<file path="src/rtl/tank_ctrl_pkg.sv">
// Shared types and decode helpers for the tank lever mapper.
// Tread state and target enums, the joystick-to-target decode functions, and counter sizing.
package tank_ctrl_pkg;

    typedef enum logic [1:0] {NEU, FWD, BCK, DEAD} tread_state_t;
    typedef enum logic [1:0] {TGT_N, TGT_F, TGT_B} target_t;

    typedef struct packed {
        target_t b;
        target_t a;
    } tgt_pair_t;

    localparam int               CNT_W   = 4;
    localparam logic [CNT_W-1:0] CNT_MAX = '1;

    // Joystick code is {up, down, left, right}.
    function automatic tgt_pair_t table_decode(input logic [3:0] code);
        tgt_pair_t t;
        t.a = TGT_N;
        t.b = TGT_N;
        case (code)
            4'b1010: begin t.a = TGT_N; t.b = TGT_F; end
            4'b1000: begin t.a = TGT_F; t.b = TGT_F; end
            4'b1001: begin t.a = TGT_F; t.b = TGT_N; end
            4'b0001: begin t.a = TGT_F; t.b = TGT_B; end
            4'b0101: begin t.a = TGT_B; t.b = TGT_N; end
            4'b0100: begin t.a = TGT_B; t.b = TGT_B; end
            4'b0110: begin t.a = TGT_N; t.b = TGT_B; end
            4'b0010: begin t.a = TGT_B; t.b = TGT_F; end
            default: ;
        endcase
        return t;
    endfunction

    // One axis pair {forward, backward}: exactly one bit set selects a direction.
    function automatic target_t axis_decode(input logic [1:0] fb);
        target_t t;
        case (fb)
            2'b10:   t = TGT_F;
            2'b01:   t = TGT_B;
            default: t = TGT_N;
        endcase
        return t;
    endfunction

    function automatic tgt_pair_t direct_decode(input logic [3:0] code);
        tgt_pair_t t;
        t.a = axis_decode(code[3:2]);
        t.b = axis_decode(code[1:0]);
        return t;
    endfunction

    function automatic tread_state_t target_state(input target_t t);
        tread_state_t s;
        case (t)
            TGT_F:   s = FWD;
            TGT_B:   s = BCK;
            default: s = NEU;
        endcase
        return s;
    endfunction

endpackage

</file>
<file path="src/rtl/tank_lever_mapper_if.sv">
// Joystick inputs and tread drive outputs of the tank lever mapper.
interface tank_lever_mapper_if #(
    parameter int NUM_PLAYERS = 2
);
    logic                     tick;
    logic                     mode;
    logic [4*NUM_PLAYERS-1:0] joy;
    logic [2*NUM_PLAYERS-1:0] tread_fw;
    logic [2*NUM_PLAYERS-1:0] tread_bk;

    modport master (output tick, mode, joy, input tread_fw, tread_bk);
    modport slave  (input tick, mode, joy, output tread_fw, tread_bk);
endinterface

</file>
<file path="src/rtl/tread_fsm.sv">
// One tread: follows its target direction, forcing a neutral dwell on any reversal.
module tread_fsm
    import tank_ctrl_pkg::*;
#(
    parameter int DEAD_TICKS = 3
) (
    input  logic    clk_sys,
    input  logic    reset,
    input  logic    tick,
    input  target_t target,
    output logic    fw,
    output logic    bk
);
    tread_state_t     state_q, state_n;
    logic [CNT_W-1:0] dcnt_q, dcnt_n;

    always_comb begin
        state_n = state_q;
        dcnt_n  = dcnt_q;
        if (tick) begin
            unique case (state_q)
                NEU, FWD, BCK: begin
                    if ((state_q == FWD && target == TGT_B) ||
                        (state_q == BCK && target == TGT_F)) begin
                        state_n = DEAD;
                        dcnt_n  = CNT_W'(DEAD_TICKS);
                    end else begin
                        state_n = target_state(target);
                    end
                end
                // The dwell always runs to completion, whatever the target does meanwhile.
                DEAD: begin
                    dcnt_n = dcnt_q - CNT_W'(1);
                    if (dcnt_n == '0) state_n = target_state(target);
                end
                default: state_n = NEU;
            endcase
        end
    end

    always_ff @(posedge clk_sys) begin
        if (reset) begin
            state_q <= NEU;
            dcnt_q  <= '0;
            fw      <= 1'b0;
            bk      <= 1'b0;
        end else begin
            state_q <= state_n;
            dcnt_q  <= dcnt_n;
            fw      <= (state_n == FWD);
            bk      <= (state_n == BCK);
        end
    end
endmodule

</file>
<file path="src/rtl/tank_lever_mapper.sv">
// Maps per-player 4-way joysticks to two-tread drive commands, with input
// debouncing and a dead-time on tread reversal. Channels are fully independent.
module tank_lever_mapper
    import tank_ctrl_pkg::*;
#(
    parameter int NUM_PLAYERS  = 2,
    parameter int FILTER_TICKS = 2,
    parameter int DEAD_TICKS   = 3
) (
    input  logic               clk_sys,
    input  logic               reset,
    tank_lever_mapper_if.slave bus
);
    logic [NUM_PLAYERS-1:0][1:0] fw_v, bk_v;

    for (genvar p = 0; p < NUM_PLAYERS; p++) begin : g_player
        logic [3:0]       code, prev_q, acc_q, acc_n;
        logic [CNT_W-1:0] cnt_q, cnt_n;
        tgt_pair_t        tgt;

        assign code = bus.joy[4*p +: 4];

        // The trees see the code accepted on this very tick, not last tick's.
        always_comb begin
            if (code != prev_q)        cnt_n = CNT_W'(1);
            else if (cnt_q == CNT_MAX) cnt_n = cnt_q;
            else                       cnt_n = cnt_q + CNT_W'(1);
            acc_n = (cnt_n >= CNT_W'(FILTER_TICKS)) ? code : acc_q;
            tgt   = bus.mode ? direct_decode(acc_n) : table_decode(acc_n);
        end

        always_ff @(posedge clk_sys) begin
            if (reset) begin
                prev_q <= '0;
                acc_q  <= '0;
                cnt_q  <= '0;
            end else if (bus.tick) begin
                prev_q <= code;
                acc_q  <= acc_n;
                cnt_q  <= cnt_n;
            end
        end

        tread_fsm #(.DEAD_TICKS(DEAD_TICKS)) u_tread_a (
            .clk_sys(clk_sys), .reset(reset), .tick(bus.tick),
            .target(tgt.a), .fw(fw_v[p][0]), .bk(bk_v[p][0])
        );
        tread_fsm #(.DEAD_TICKS(DEAD_TICKS)) u_tread_b (
            .clk_sys(clk_sys), .reset(reset), .tick(bus.tick),
            .target(tgt.b), .fw(fw_v[p][1]), .bk(bk_v[p][1])
        );
    end

    assign bus.tread_fw = fw_v;
    assign bus.tread_bk = bk_v;
endmodule

</file>
<file path="src/flat_wrapper.sv">
// flat-port wrapper written by rule: the top's interface ports become plain ports
module tank_lever_mapper_flat import tank_ctrl_pkg::*;
#(
    parameter int NUM_PLAYERS  = 2,
    parameter int FILTER_TICKS = 2,
    parameter int DEAD_TICKS   = 3
)
  (clk_sys, reset, bus_tick, bus_mode, bus_joy, bus_tread_fw, bus_tread_bk);
  tank_lever_mapper_if #(.NUM_PLAYERS(NUM_PLAYERS)) bus_i ();
  input  logic clk_sys;
  input  logic reset;
  input wire logic [$bits(bus_i.tick)-1:0] bus_tick;
  input wire logic [$bits(bus_i.mode)-1:0] bus_mode;
  input wire logic [$bits(bus_i.joy)-1:0] bus_joy;
  output wire logic [$bits(bus_i.tread_fw)-1:0] bus_tread_fw;
  output wire logic [$bits(bus_i.tread_bk)-1:0] bus_tread_bk;
  assign bus_i.tick = bus_tick;
  assign bus_i.mode = bus_mode;
  assign bus_i.joy = bus_joy;
  assign bus_tread_fw = bus_i.tread_fw;
  assign bus_tread_bk = bus_i.tread_bk;
  tank_lever_mapper #(.NUM_PLAYERS(NUM_PLAYERS), .FILTER_TICKS(FILTER_TICKS), .DEAD_TICKS(DEAD_TICKS)) u_core (.clk_sys(clk_sys), .reset(reset), .bus(bus_i));
endmodule
</file>
<file path="config.mk">
export PLATFORM = sky130hd
export DESIGN_NAME = tank_lever_mapper_flat
export DESIGN_NICKNAME = d
export VERILOG_FILES = /design/src/rtl/tank_ctrl_pkg.sv /design/src/rtl/tank_lever_mapper_if.sv /design/src/rtl/tread_fsm.sv /design/src/rtl/tank_lever_mapper.sv /design/src/flat_wrapper.sv
export SDC_FILE = /design/constraint.sdc
export NUM_CORES = 1
export LEC_CHECK = 0
export BUFFER_PORTS_ARGS = -buffer_cell sky130_fd_sc_hd__buf_2
export CAP_MARGIN = 20
export CELL_PAD_IN_SITES_DETAIL_PLACEMENT = 1
export CELL_PAD_IN_SITES_GLOBAL_PLACEMENT = 2
export CORE_UTILIZATION = 34
export CTS_CLUSTER_SIZE = 10
export DETAILED_ROUTE_END_ITERATION = 12
export PLACE_DENSITY = 0.72
export SYNTH_ARGS = -nofsm -noshare
export SYNTH_HDL_FRONTEND = slang
export SYNTH_SLANG_ARGS = --single-unit
</file>
<file path="constraint.sdc">
create_clock -name clk_sys -period 2.5 [get_ports clk_sys]
set_input_delay 0.25 -clock clk_sys [delete_from_list [all_inputs] [get_ports clk_sys]]
set_output_delay 0.25 -clock clk_sys [all_outputs]
set_load 0.005 [all_outputs]
</file>
==> impl_results.md, run 1 <==
- Fin nets: 465
- Htree depth: 2
- Design Power: approximately 1800 uW
- Worst-path fanout max: 7
- Vias per std cell: 5.10
- GRT Total Usage: 0.173
- Arr. time, crit path: ~2700 ps
- Period utilization: 1.01
- Leakage: 0.00158 uW
- Routed WL: 8520 um
- Multi-input combinational cell area: approximately 2200 sq um
- Clk slew on worst S/H paths: 110 ps
- First-pass GRT wire length: approximately 14,000 um
- Syn_nets: 409
- Cells after Synth: 387
- # Max-Cap Violations: 0
- Die Footprint: 10,000 sq um
- Worst hold path type: input port to flip-flop
- Synthesized flop and latch total: 56
- # IOs: 20
- Post-detail-place hpwl: ~6200 um
- WP data required: between 2000 and 3000 ps
- TritonRoute pass-1 iters: 4
- Slew HR: 0.477
- Clk_skew: about 13 ps
- Clk buf depth: 2
- IO Port Bufs: 19
- ANT cells: 0
- Critical Path, Cell by Cell: xor2_1 > nor4_4 > o31ai_2 > buf_4 > or3b_1 > a311oi_2 > buf_4 > a21o_1 > a221oi_4 > nor3b_2
- GP Congestion: 0.815
- Fin. max-slew vios: 0
- Gr ovfl total: 0
- Library cells used by synthesis: 63
- Layout cells sized above 1: 0.313
- EDFF count, synth: 0
- Post-DR wirelength/cell: around 15 um
- Fmax: 398 MHz
- Reg area: 1130 sq um
- Kind of critical path: flip-flop to flip-flop
- Setup-failing EPs final: 1
- Root Buffer: clkbuf_8
- Synthesis Warnings: 0
- Mean Syn Cell Area: 8.48 sq um
- Final ANT Viol Nets: 0
- Ys flop type: dfxtp_1
- Setup tns final: -14.6 ps
- Failing checks: setup timing
- Initial drt markers: 70
- Slowest cell on crit path: or3b_1
- RSZ-0062 raised after global routing: true
- Worst setup SP type: flip-flop
- Final WS setup: -14.6 ps
- Rows: 35
- Cell Area, Synth: about 3300 sq um
- WHS: 291 ps
- Power density over the cells: 429 nW/um^2
- Worst Tran Pin Value: 774 ps
- Worst IR Drop VDD: 0.246 mV
- CP max stage delay: 380 ps
- Core area: 9280 sq um
- Final min period: about 2500 ps
- Drt drc: 0
- Vias in the first global route: 2,924
- Die Span X: 100 um
- CTS tree: built
- Critical path capture point type: flip-flop
- Largest net degree at the start of global routing: 40
- Sequential fraction of the synthesis area: 0.342
- Finished Core Util: 0.452
- CP most frequent cell: buf_4
- Filler cells: ~1.1k
- Vias: around 3k
- Initial antenna violation count: 0
- Layout area overhead: 27.8%
- Initial Util: 0.353
- Status: finished with violations
- Clock Sinks: 56
- Chip height: about 100 um
- Hold Fails Final Rpt: 0
- Clk Latency, worst-skew pair: 310 ps
- Synth async-reset ratio: 0
- TritonCTS Buffers: 5
[power by group]
part	switching, uW	leakage [uW]	internal (uW)
sequential	26.0	0.000457	919
combinational	169	0.00107	149
clock	311	0.0000445	227
[state kept, by name, indices dropped and copies added (netlist names)]
name / flops
u_core.g_player.acc_q: 8
u_core.g_player.cnt_q: 8
u_core.g_player.prev_q: 8
u_core.g_player.u_tread_a.bk: 2
u_core.g_player.u_tread_a.dcnt_q: 8
u_core.g_player.u_tread_a.fw: 2
u_core.g_player.u_tread_a.state_q: 4
u_core.g_player.u_tread_b.bk: 2
u_core.g_player.u_tread_b.dcnt_q: 8
u_core.g_player.u_tread_b.fw: 2
u_core.g_player.u_tread_b.state_q: 4
[layout by cell type (no fill, tap or decap), types with 7 or more instances in the layout]
master and count:
nor3_1 11, nor2_1 39, a211oi_1 12, dfxtp_2 7, o21ai_0 16, dfxtp_1 49, inv_1 26, a21oi_1 22
buf_4 49, nand3_1 15, nand2_1 23, buf_2 19, o21a_1 8, xor2_1 8, mux2i_1 10, ha_1 8
[cell families after synthesis]
| kind of cell | after synthesis | synth area share |
|---|---|---|
| muxes | 23 | 0.0774 |
| and+or+nand+nor | 124 | 0.195 |
| AOI/OAI and AO/OA | 108 | 0.238 |
| DFF | 56 | 0.342 |
| adders and majority gates | 10 | 0.0381 |
| xor gates and xnor gates | 15 | 0.0400 |
| buffers and inverters | 51 | 0.0698 |
[cells in the mapped netlist, types with 2 or more instances]
cell,instances,area share
xor2_1,9,0.024
clkbuf_1,11,0.013
a22oi_1,3,0.0069
o21a_1,8,0.018
o22ai_1,2,0.0038
ha_1,10,0.038
buf_1,3,0.0034
nand3_1,15,0.023
o21ai_0,16,0.024
dfxtp_1,56,0.34
nor2_1,41,0.047
a2bb2oi_1,3,0.0080
xnor2_1,6,0.016
a21o_1,2,0.0046
o311ai_0,2,0.0053
inv_1,27,0.031
and3_1,3,0.0057
nor3_1,11,0.017
nor3b_1,4,0.0092
nor4b_1,2,0.0053
a211oi_1,15,0.034
and2_1,4,0.0076
a21boi_0,2,0.0046
buf_4,8,0.018
nand4_1,2,0.0038
a41oi_1,2,0.0053
a311oi_1,3,0.0080
o31ai_1,2,0.0046
nor2b_1,2,0.0038
mux2i_1,18,0.055
a31oi_1,5,0.0095
mux2_2,2,0.0069
o22a_1,2,0.0053
a21oi_1,24,0.037
nand2_1,23,0.026
a21oi_2,2,0.0053
nor4_4,2,0.013
nand2b_1,7,0.013
a221oi_2,2,0.0092
o41ai_1,2,0.0053
or2_1,2,0.0038
[timing repair]
action	CTS	global route
buffers inserted	1	4
hold buffers	0	0
setup endpoints to repair	13	28
gates resized for setup	11	48
pin swaps	7	20
[layout make-up]
class,count,area share
Inverter,28,0.0251
Multi-Input combinational cell,280,0.520
Timing Repair Buffer,72,0.124
Clock buffer,7,0.0206
Sequential cell,56,0.269
Tap cell,129,0.0385
Clock inverter,1,0.00179
[worst paths after layout]
path	end	slack (ps)	cells after the start	start
min reg2reg	u_core.g_player[1].u_tread_a.dcnt_q[3]	490	2	u_core.g_player[1].u_tread_a.dcnt_q[3]
min	u_core.g_player[0].prev_q[2]	290	2	reset
max	u_core.g_player[1].u_tread_a.fw	-10	10	u_core.g_player[1].prev_q[3]
max reg2reg	u_core.g_player[1].u_tread_a.fw	-10	10	u_core.g_player[1].prev_q[3]
[worst max-delay path: cells and delay by family, from the launching register on]
kind	cells	cell delay [ps]
and+or+nand+nor	3	890
buffers and inverters	2	360
DFF	1	340
xor gates and xnor gates	1	180
AOI/OAI and AO/OA	4	620
[per-layer routing]
metal / track usage / share of wire / vias to the layer above
met2: 0.295 / 0.47 / 23
met5: 0 / 0 / -
met4: 0.0301 / 0.0045 / 0
met1: 0.236 / 0.50 / 1410
li1: - / - / 1490
met3: 0.0223 / 0.018 / 2
[stage by stage]
stage	setup WS, ps	std cells	instance area, sq um
detailed placement	-115	560	3790
finish	-14.6	573	4190
CTS	-10.0	569	3930
global placement	-15.9	560	3790
global route	-143	573	4190
floorplan	59.3	387	3280
Power figures use the tool's default switching activity.
==> run 2, diff against run 1 <==
--- a/config.mk
+++ b/config.mk
@@ -12,7 +12,7 @@
 export CORE_UTILIZATION = 34
 export CTS_CLUSTER_SIZE = 10
 export DETAILED_ROUTE_END_ITERATION = 12
-export PLACE_DENSITY = 0.72
+export PLACE_DENSITY_LB_ADDON = 0.12
 export SYNTH_ARGS = -nofsm -noshare
 export SYNTH_HDL_FRONTEND = slang
 export SYNTH_SLANG_ARGS = --single-unit
==> impl_results.md, run 2 (synthesis results as in run 1) <==
- Setup-failing EPs final: 1 (unchanged)
- Reg2reg start: u_core.g_player[1].prev_q[1]
- Critical path capture point type: flip-flop
- GRT Total Usage: 0.174 (+0.00131)
- Fin area: 4050 sq um (-3.3%)
- TritonRoute pass-1 iters: 4 (unchanged)
- Htree depth: 2 (unchanged)
- Kind of critical path: flip-flop to flip-flop
- Placement-stage cell area: 3730 sq um (-1.4%)
- # Max-Cap Violations: 0 (unchanged)
- Initial antenna violation count: 0 (unchanged)
- Largest net degree at the start of global routing: 25 (-38%)
- Fin nets: 456 (-1.9%)
- Clk buf depth: 2 (unchanged)
- CP Launch Point: u_core.g_player[1].prev_q[1]
- Vias in the first global route: 2,832 (-3.1%)
- WP data required: 2740 ps (+60 ps)
- Layout area overhead: 23.5%
- Status: finished with violations
- Leakage: 0.00154 uW (-2.6%)
- Power density over the cells: 430 nW/um^2 (+0.27%)
- Final ANT Viol Nets: 0 (unchanged)
- IO Port Bufs: 19 (unchanged)
- Design Power: 1740 uW (-3.1%)
- Layout cells sized above 1: 0.283 (-0.0297)
- TritonCTS Buffers: 5 (unchanged)
- Clk_skew: 8.48 ps (-4.27 ps)
- Arr. time, crit path: 2750 ps (+50 ps)
- Fin. max-slew vios: 0 (unchanged)
- Worst setup SP type: flip-flop
- Vias: 2,884 (-1.4%)
- Worst IR Drop VDD: 0.205 mV (-17%)
- Initial drt markers: 29 (-59%)
- ANT cells: 0 (unchanged)
- Worst-path fanout max: 6 (-1)
- Gr ovfl total: 0 (unchanged)
- # IOs: 20 (unchanged)
- Initial Util: 0.353 (unchanged)
- Die Span X: 100 um (unchanged)
- Worst Tran Pin Value: 716 ps (-58.5 ps)
- Clock Sinks: 56 (unchanged)
- Slew HR: 0.517 (+0.0395)
- Post-detail-place hpwl: 6180 um (-0.34%)
- Root Buffer: clkbuf_8
- Period utilization: 1.01 (about the same)
- First-pass GRT wire length: 14,000 um (-1.2%)
- R2R Setup Slk: -20 ps (about the same)
- Worst R2R End: u_core.g_player[1].u_tread_a.bk
- Worst hold path type: input port to flip-flop
- Drt drc: 0 (unchanged)
- Vias per std cell: 5.12 (+0.35%)
- Post-DR wirelength/cell: 14.9 um (about the same)
- Clk Latency, worst-skew pair: 310 ps (about the same)
- Final min period: 2520 ps (+2.08 ps)
- Failing checks: setup timing
- Worst R2R Path Depth: 10 (unchanged)
- GP Congestion: 0.795 (-2.5%)
- RSZ-0062 raised after global routing: true
- Routed WL: 8370 um (-1.8%)
- Rows: 35 (unchanged)
- Hold Fails Final Rpt: 0 (unchanged)
- Fmax: 397 MHz (about the same)
- Final WS setup: -16.7 ps (-2.08 ps)
- Die Footprint: 10,000 sq um (unchanged)
- CTS tree: built
- Core area: 9280 sq um (unchanged)
- CP Capture Point: u_core.g_player[1].u_tread_a.bk
- Clk slew on worst S/H paths: 110 ps (about the same)
- Most common cell after layout, fill and taps aside: dfxtp_1
- Chip height: 100 um (unchanged)
- Most frequent cells in the layout: 50 x dfxtp_1, 42 x buf_4, 41 x nor2_1
run 2: final cells by class:
cell class,instances,area (sq um)
fill,1108,5230
inverter,28,105
timing repair buffer,63,442
tap,129,161
multi-input combinational,280,2130
clock inverter,2,12.5
clock buffer,5,68.8
sequential,56,1130
run 2: through the flow:
stage	hold slack, ps	TNS [ps]	std cells	worst slack, ps	utilization
floorplan	394	0	387	59.3	-
global placement	474	-24.6	553	-12.3	0.402
detailed placement	484	-659	553	-128	0.402
CTS	262	0	563	0.162	0.421
global route	280	-1090	563	-132	0.437
finish	282	-16.7	563	-16.7	0.437
run 2: what timing repair did:
action / CTS / global route
buffers inserted: 3 / 0
resized for setup: 16 / 34
hold buffers: 0 / 0
pin swaps: 5 / 11
setup endpoints to repair: 22 / 29
cloned: 0 / 0
run 2: routing by layer:
metal,routed length [um],GRT usage,up-vias
met5,0,0,-
met3,147,0.0237,7
met1,4200,0.234,1384
met4,72,0.0379,0
li1,-,-,1474
met2,3950,0.298,19
run 2: power by group:
| part | switching [uW] | internal (uW) |
|---|---|---|
| clock network | 311 | 191 |
| logic | 165 | 134 |
| registers | 25.0 | 919 |
| total | 500 | 1240 |
run 2: critical path, cell delays in order, from the launching register on:
cell,delay (ps)
dfxtp_2,340
xor2_1,170
nor4_4,320
o31ai_2,100
buf_4,180
mux2i_4,200
buf_4,150
nor3b_2,150
nand2b_1,190
a311oi_2,400
nor3b_2,250
run 2: how the worst min path moves through the flow:
stage                     cells after the start                              startpoint                                     end  slack, ps
after floorplan                               2                              bus_joy[1]             u_core.g_player[0].acc_q[1]        390
after CTS                                     3                              bus_joy[2]            u_core.g_player[0].prev_q[2]        260
after global routing                          3                              bus_joy[2]            u_core.g_player[0].prev_q[2]        280
final                                         3                              bus_joy[2]            u_core.g_player[0].prev_q[2]        280
after global placement                        2  u_core.g_player[1].u_tread_a.dcnt_q[3]  u_core.g_player[1].u_tread_a.dcnt_q[3]        470
after detailed placement                      2  u_core.g_player[1].u_tread_a.dcnt_q[3]  u_core.g_player[1].u_tread_a.dcnt_q[3]        480
